--- config.mk ---
export PLATFORM = sky130hd
export DESIGN_NAME = status_led_ctrl
export DESIGN_NICKNAME = d
export VERILOG_FILES = /design/src/rtl/status_led_ctrl.sv
export SDC_FILE = /design/constraint.sdc
export NUM_CORES = 1
export LEC_CHECK = 0
export BUFFER_PORTS_ARGS = -buffer_cell sky130_fd_sc_hd__buf_2
export CORE_UTILIZATION = 49
export CTS_CLUSTER_DIAMETER = 50
export DETAILED_ROUTE_END_ITERATION = 8
export GPL_TIMING_DRIVEN = 0
export PLACE_DENSITY = 0.66
export SLEW_MARGIN = 20
export SYNTH_ARGS = -nofsm -noshare
export SYNTH_HDL_FRONTEND = slang
export SYNTH_SLANG_ARGS = --single-unit
--- constraint.sdc ---
create_clock -name clk_i -period 2.7 [get_ports clk_i]
set_clock_uncertainty 0.2 [all_clocks]
set_input_delay 0.27 -clock clk_i [delete_from_list [all_inputs] [get_ports clk_i]]
set_output_delay 0.27 -clock clk_i [all_outputs]
set_load 0.1 [all_outputs]
--- src/rtl/status_led_ctrl.sv ---
// Multi-channel status-LED driver.
// A shared prescaler produces a registered one-clock tick. Each channel runs
// OFF, ON, BLINK or CODE (N flashes then a pause) and can change mode at run time.
module status_led_ctrl #(
  parameter int CH          = 4,
  parameter int TICK_DIV    = 2500000,
  parameter int BLINK_TICKS = 5,
  parameter int PAUSE_TICKS = 10,
  parameter int CODE_W      = 4
) (
  input  logic                 clk_i,
  input  logic                 rst_ni,
  input  logic [2*CH-1:0]      mode_i,
  input  logic [CODE_W*CH-1:0] code_i,
  input  logic                 sync_i,
  output logic                 tick_o,
  output logic [CH-1:0]        led_o
);

  localparam int CNT_W  = (TICK_DIV > 2) ? $clog2(TICK_DIV) : 1;
  localparam int PH_MAX = (BLINK_TICKS > PAUSE_TICKS) ? BLINK_TICKS : PAUSE_TICKS;
  localparam int PH_W   = (PH_MAX > 1) ? $clog2(PH_MAX) : 1;

  localparam logic [CNT_W-1:0] CNT_LAST    = CNT_W'(TICK_DIV - 1);
  localparam logic [PH_W-1:0]  BLINK_LAST  = PH_W'(BLINK_TICKS - 1);
  localparam logic [PH_W-1:0]  PAUSE_LAST  = PH_W'(PAUSE_TICKS - 1);

  localparam logic [1:0] MODE_OFF   = 2'b00;
  localparam logic [1:0] MODE_ON    = 2'b01;
  localparam logic [1:0] MODE_BLINK = 2'b10;

  localparam logic [1:0] ST_LOAD  = 2'd0;
  localparam logic [1:0] ST_ON    = 2'd1;
  localparam logic [1:0] ST_OFF   = 2'd2;
  localparam logic [1:0] ST_PAUSE = 2'd3;

  logic [CNT_W-1:0] cnt_q, cnt_d;
  logic             tick_q, tick_d;

  // Prescaler next state; sync restarts the count and suppresses a pending tick.
  always_comb begin
    cnt_d  = cnt_q;
    tick_d = 1'b0;
    if (sync_i) begin
      cnt_d  = '0;
      tick_d = 1'b0;
    end else if (cnt_q == CNT_LAST) begin
      cnt_d  = '0;
      tick_d = 1'b1;
    end else begin
      cnt_d  = cnt_q + CNT_W'(1);
    end
  end

  // Prescaler registers.
  always_ff @(posedge clk_i or negedge rst_ni) begin
    if (!rst_ni) begin
      cnt_q  <= '0;
      tick_q <= 1'b0;
    end else begin
      cnt_q  <= cnt_d;
      tick_q <= tick_d;
    end
  end

  assign tick_o = tick_q;

  genvar gi;
  generate
    for (gi = 0; gi < CH; gi++) begin : g_ch
      logic [1:0]        mode_ch;
      logic [CODE_W-1:0] code_ch;
      logic              restart;
      logic [1:0]        mode_q, mode_d;
      logic [1:0]        state_q, state_d;
      logic [PH_W-1:0]   phase_q, phase_d;
      logic [CODE_W-1:0] rem_q, rem_d;
      logic              led_q, led_d;

      assign mode_ch = mode_i[2*gi +: 2];
      assign code_ch = code_i[CODE_W*gi +: CODE_W];
      assign restart = sync_i || (mode_ch != mode_q);

      // Channel next state: a restart takes priority over any tick in the same cycle.
      always_comb begin
        mode_d  = mode_q;
        state_d = state_q;
        phase_d = phase_q;
        rem_d   = rem_q;
        led_d   = led_q;
        if (restart) begin
          mode_d  = mode_ch;
          state_d = ST_LOAD;
          phase_d = '0;
          led_d   = (mode_ch == MODE_ON) || (mode_ch == MODE_BLINK);
        end else begin
          case (mode_q)
            MODE_OFF: led_d = 1'b0;
            MODE_ON:  led_d = 1'b1;
            MODE_BLINK: begin
              if (tick_q) begin
                if (phase_q == BLINK_LAST) begin
                  led_d   = ~led_q;
                  phase_d = '0;
                end else begin
                  phase_d = phase_q + PH_W'(1);
                end
              end
            end
            default: begin
              case (state_q)
                ST_LOAD: begin
                  // Flash count is captured only here, so mid-sequence edits wait.
                  rem_d = code_ch;
                  if (code_ch == '0) begin
                    state_d = ST_PAUSE;
                    led_d   = 1'b0;
                  end else begin
                    state_d = ST_ON;
                    led_d   = 1'b1;
                  end
                end
                ST_ON: begin
                  if (tick_q) begin
                    state_d = ST_OFF;
                    led_d   = 1'b0;
                  end
                end
                ST_OFF: begin
                  if (tick_q) begin
                    rem_d = rem_q - CODE_W'(1);
                    if (rem_q == CODE_W'(1)) begin
                      state_d = ST_PAUSE;
                      phase_d = '0;
                    end else begin
                      state_d = ST_ON;
                      led_d   = 1'b1;
                    end
                  end
                end
                default: begin
                  led_d = 1'b0;
                  if (tick_q) begin
                    if (phase_q == PAUSE_LAST) begin
                      state_d = ST_LOAD;
                      phase_d = '0;
                    end else begin
                      phase_d = phase_q + PH_W'(1);
                    end
                  end
                end
              endcase
            end
          endcase
        end
      end

      // Channel registers; reset leaves mode_q at OFF so a live mode restarts on the first clock.
      always_ff @(posedge clk_i or negedge rst_ni) begin
        if (!rst_ni) begin
          mode_q  <= MODE_OFF;
          state_q <= ST_LOAD;
          phase_q <= '0;
          rem_q   <= '0;
          led_q   <= 1'b0;
        end else begin
          mode_q  <= mode_d;
          state_q <= state_d;
          phase_q <= phase_d;
          rem_q   <= rem_d;
          led_q   <= led_d;
        end
      end

      assign led_o[gi] = led_q;
    end
  endgenerate

endmodule
==> run summary <==
• finished, final reports clean — status
• 0.009774 mm^2 — CORE AREA
• 0.01048 mm^2 — Die ar.
• 0.53 ns — largest incremental delay on the critical path
• simple AND/OR/NAND/NOR gates — Largest delay share family, worst path
• 0 — number of antenna-violating nets in the routed design
• 0.1516 ns — worst setup timing slack at the placement stage
• 673 — # nets final
• 9 — Num CTS Buffers
• 620 — Post-Syn Nets
• 38.03% — share of Yosys cell area claimed by the top area cell type
• 897 — number of filler cells placed in the layout
• 8.812 um^2 — average cell area after synthesis
• 0 — GRT overflow
• 0.002715 mm^2 — area taken by multi-input logic gates
• 0.8169 — global placement routability congestion
• 3807 — vias in the first global route
• 12.78% — fraction of layout cells with a size suffix above 1
• 36 — Placement Rows
• dlygate4sd3_1, buf_2, xor2_1, or3_1, clkbuf_1, or3_1, or3_1, o221a_2 — CP Cell Sequence
• 2.410 nW — Leakage Power
• sky130_fd_sc_hd__dfrtp_1 — most common cell in the synthesized netlist
• sky130_fd_sc_hd__dfrtp_1 (38%), sky130_fd_sc_hd__ha_1 (8.4%), sky130_fd_sc_hd__nor2_1 (4.4%) — leading post-synthesis cells by cell area
• 0.004935 mm^2 — netlist area before placement
• 8 — largest fanout on the critical path
• 0.36 ns — Skew-Pair Late Insertion Delay
• 52 — maximum number of pins on one net before global-route repair
• 10260 um — total wire length after detailed routing
• 13.66 um — routed length per placed instance
• 0 — initial antenna violation count
• 3 — Critical path buffers and inverters
• 0 — number of pins with negative max-slew slack in the final report
• 0 — Post CTS Setup Buffer Count
• 5.411 — routed via count divided by cell count
• 2 — clk buf depth
• sky130_fd_sc_hd__dfrtp_1 — dominant cell type by area after synthesis
• 0 — synth warn
• 5045 um — met2 WL post-DR
• 0 — Final Hold Viols
• 57.45% — end-of-flow core utilization
• 75 — number of sinks on the clock net
• 38.03% — portion of the post-synthesis area used by sequential elements
• register — endpoint kind of the worst setup timing path
• 0.08 ns — register clock-pin slew on the reported worst setup and hold paths
• 503.1 mW/mm^2 — pwr dens
• 66 — unique cell type count in the Yosys netlist
• 0 — Maximum Capacitance Violations
• in2reg — class of the most critical hold timing path
• 13.79% — area added between synthesis and finish
• 100.0% — fraction of registers with async set or reset after synthesis
• 102.4 um — width of the die
• 135 — drt initial violations
• 0 — final routed DRC violation total
• 31 — IO Port Bufs
• in2reg — WS Path Type
• sky130_fd_sc_hd__clkbuf_8 — CTS Root Buffer Type
• 93.81% — final worst-path cycle share
• 270.8 uV — maximum resistive drop on vdd
• 40.16% — relative slew slack
• 0.8894 ns — Worst Tran Pin Value
• 0.1672 ns — Worst Slack Setup Final
• sky130_fd_sc_hd__dfrtp_1 (75), sky130_fd_sc_hd__nor2_1 (58), sky130_fd_sc_hd__inv_1 (42), sky130_fd_sc_hd__nand2_1 (42), sky130_fd_sc_hd__o21ai_0 (36) — most frequent cells after synthesis
• input port — startpoint type of the worst setup path
• 4791 um — routed metal-1 wire length
• 2.533 ns — Min Clock Period, post-route
• no — setup repair after global routing missed its margin
• 50.49% — Starting Density
• 314 um — routed length on met3
• built — clock tree from TritonCTS
• 560 — number of instances in the synthesized netlist
• 75 — Seq cells post-synth
• 4064 — total number of vias
• sky130_fd_sc_hd__or3_1 — dominant cell type by count on the critical path
• 394.8 MHz — f_max
• 0.001878 mm^2 — sequential cell area
• 2.75 ns — required time reported for the critical path endpoint
• 102.4 um — height of the die
• 0 — count of flip-flops with a built-in enable after synthesis
• 0 ns — post-route setup TNS
• 0.02005 ns — WHS
• 21.18% — gr usage total
• 17420 um — global-route wire length before repair
• 2.58 ns — Arr. time, crit path
• 0 — # diodes
• 0 — final count of negative-setup-slack endpoints
• sky130_fd_sc_hd__dfrtp_1 — flip-flop cell with the highest count after synthesis
• 3 — H-tree lvl count
• 32 — number of I/O pins
• 7483 um — final HPWL from detailed placement
• 4 — DR pass1 iterations
• sky130_fd_sc_hd__dlygate4sd3_1 — Critical-path top delay cell
• met4 — Top Metal Used
path summary, 6_finish.rpt:
| check | startpoint | endpoint | slack (ns) | cells after the start |
|---|---|---|---|---|
| max | mode_i[1] | g_ch[0].rem_q[2]$_DFFE_PN0P_ | 0.17 | 8 |
| min in group asynchronous | rst_ni | g_ch[2].phase_q[3]$_DFFE_PN0P_ | 0.17 | 2 |
| min | sync_i | tick_o$_DFF_PN0_ | 0.02 | 2 |
| max reg2reg | g_ch[1].mode_q[0]$_DFFE_PN0P_ | g_ch[1].rem_q[3]$_DFFE_PN0P_ | 0.19 | 8 |
| min reg2reg | cnt_q[0]$_DFF_PN0_ | cnt_q[0]$_DFF_PN0_ | 0.28 | 1 |
| max in group asynchronous | rst_ni | tick_o$_DFF_PN0_ | 1.55 | 3 |
cell usage in the layout, fill, tap and decap left out, types with 3 or more instances in the layout:
cell | synthesis | final
sky130_fd_sc_hd__dfrtp_1 | 75 | 74
sky130_fd_sc_hd__nor2_1 | 58 | 58
sky130_fd_sc_hd__inv_1 | 42 | 42
sky130_fd_sc_hd__nand2_1 | 42 | 42
sky130_fd_sc_hd__o21ai_0 | 36 | 36
sky130_fd_sc_hd__a21oi_1 | 34 | 34
sky130_fd_sc_hd__buf_2 | 3 | 33
sky130_fd_sc_hd__ha_1 | 33 | 33
sky130_fd_sc_hd__clkbuf_1 | 21 | 20
sky130_fd_sc_hd__xor2_1 | 18 | 18
sky130_fd_sc_hd__nand3_1 | 17 | 17
sky130_fd_sc_hd__xnor2_1 | 14 | 14
sky130_fd_sc_hd__or3_1 | 14 | 14
sky130_fd_sc_hd__clkbuf_8 | 1 | 13
sky130_fd_sc_hd__nor4_1 | 10 | 10
sky130_fd_sc_hd__nor3_1 | 11 | 10
sky130_fd_sc_hd__mux2i_1 | 10 | 10
sky130_fd_sc_hd__dlygate4sd3_1 | 0 | 10
sky130_fd_sc_hd__nand4_1 | 8 | 8
sky130_fd_sc_hd__nor2b_1 | 7 | 7
sky130_fd_sc_hd__nand2b_1 | 7 | 7
sky130_fd_sc_hd__nor3b_1 | 6 | 6
sky130_fd_sc_hd__buf_4 | 5 | 6
sky130_fd_sc_hd__o211ai_1 | 6 | 6
sky130_fd_sc_hd__a31oi_1 | 5 | 5
sky130_fd_sc_hd__nor4bb_1 | 4 | 4
sky130_fd_sc_hd__and3b_1 | 4 | 4
sky130_fd_sc_hd__or4_1 | 4 | 4
sky130_fd_sc_hd__o221a_2 | 4 | 4
sky130_fd_sc_hd__buf_6 | 4 | 4
sky130_fd_sc_hd__and4_1 | 3 | 3
sky130_fd_sc_hd__or2_2 | 3 | 3
sky130_fd_sc_hd__and2_1 | 3 | 3
sky130_fd_sc_hd__a32o_1 | 3 | 3
sky130_fd_sc_hd__nand3b_1 | 3 | 3
sky130_fd_sc_hd__a22o_1 | 3 | 3
sky130_fd_sc_hd__o221ai_1 | 3 | 3
area by class of cell:
type,instances,share of cell area (%)
timing repair buffer,42,5.080
tap,133,2.963
inverter,42,2.807
clock inverter,4,1.003
buffer,34,3.409
clock buffer,12,2.941
sequential,75,33.44
multi-input combinational,409,48.35
stage by stage:
| stage | total power (W) | instance area [um^2] | cells |
|---|---|---|---|
| after detailed placement | 0.001895 | 5288 | 725 |
| after floorplan | 0.001738 | 4936 | 560 |
| after global routing | 0.002991 | 5615 | 751 |
| after CTS | 0.002874 | 5609 | 751 |
| final | 0.002825 | 5615 | 751 |
| after global placement | 0.001862 | 5258 | 724 |
power by group:
part | switching, W | internal [W]
registers | 0.000106 | 0.00122
clock network | 0.000434 | 0.000509
logic | 0.000306 | 0.000249
total | 0.000846 | 0.00198
registers in the layout, indices dropped and copies added (netlist names):
| name | count |
|---|---|
| cnt_q | 22 |
| g_ch.led_q | 4 |
| g_ch.mode_q | 8 |
| g_ch.phase_q | 16 |
| g_ch.rem_q | 16 |
| g_ch.state_q | 8 |
| tick_o | 1 |
what timing repair did:
item | 4_1_cts | 5_1_grt
hold endpoints to repair | 84 | 0
hold buffers | 10 | 0
setup endpoints to repair | 0 | 5
resized for setup | 0 | 3
routing by layer:
layer	vias up	track usage (%)
met5	-	0
met4	0	4.945
li1	2058	-
met1	1950	26.23
met2	46	37.02
met3	10	5.335
kinds of logic after synthesis:
logic type	count (synthesis)	share of synthesized area, %
and+or+nand+nor	215	23.10
AOI/OAI and AO/OA	118	15.52
buffers and inverters	76	7.049
DFF	75	38.03
adders and majority gates	33	8.367
xor gates and xnor gates	32	5.680
muxes	11	2.257
worst reg2reg max path, stage by stage, from the launching register on:
cell and delay, ns:
sky130_fd_sc_hd__dfrtp_1 0.37, sky130_fd_sc_hd__clkbuf_1 0.20, sky130_fd_sc_hd__xor2_1 0.21, sky130_fd_sc_hd__or3_1 0.33, sky130_fd_sc_hd__buf_2 0.19, sky130_fd_sc_hd__or3_1 0.39, sky130_fd_sc_hd__clkbuf_1 0.20, sky130_fd_sc_hd__o21ai_0 0.20
sky130_fd_sc_hd__a221oi_1 0.09
(Power assumes the default switching activity.)
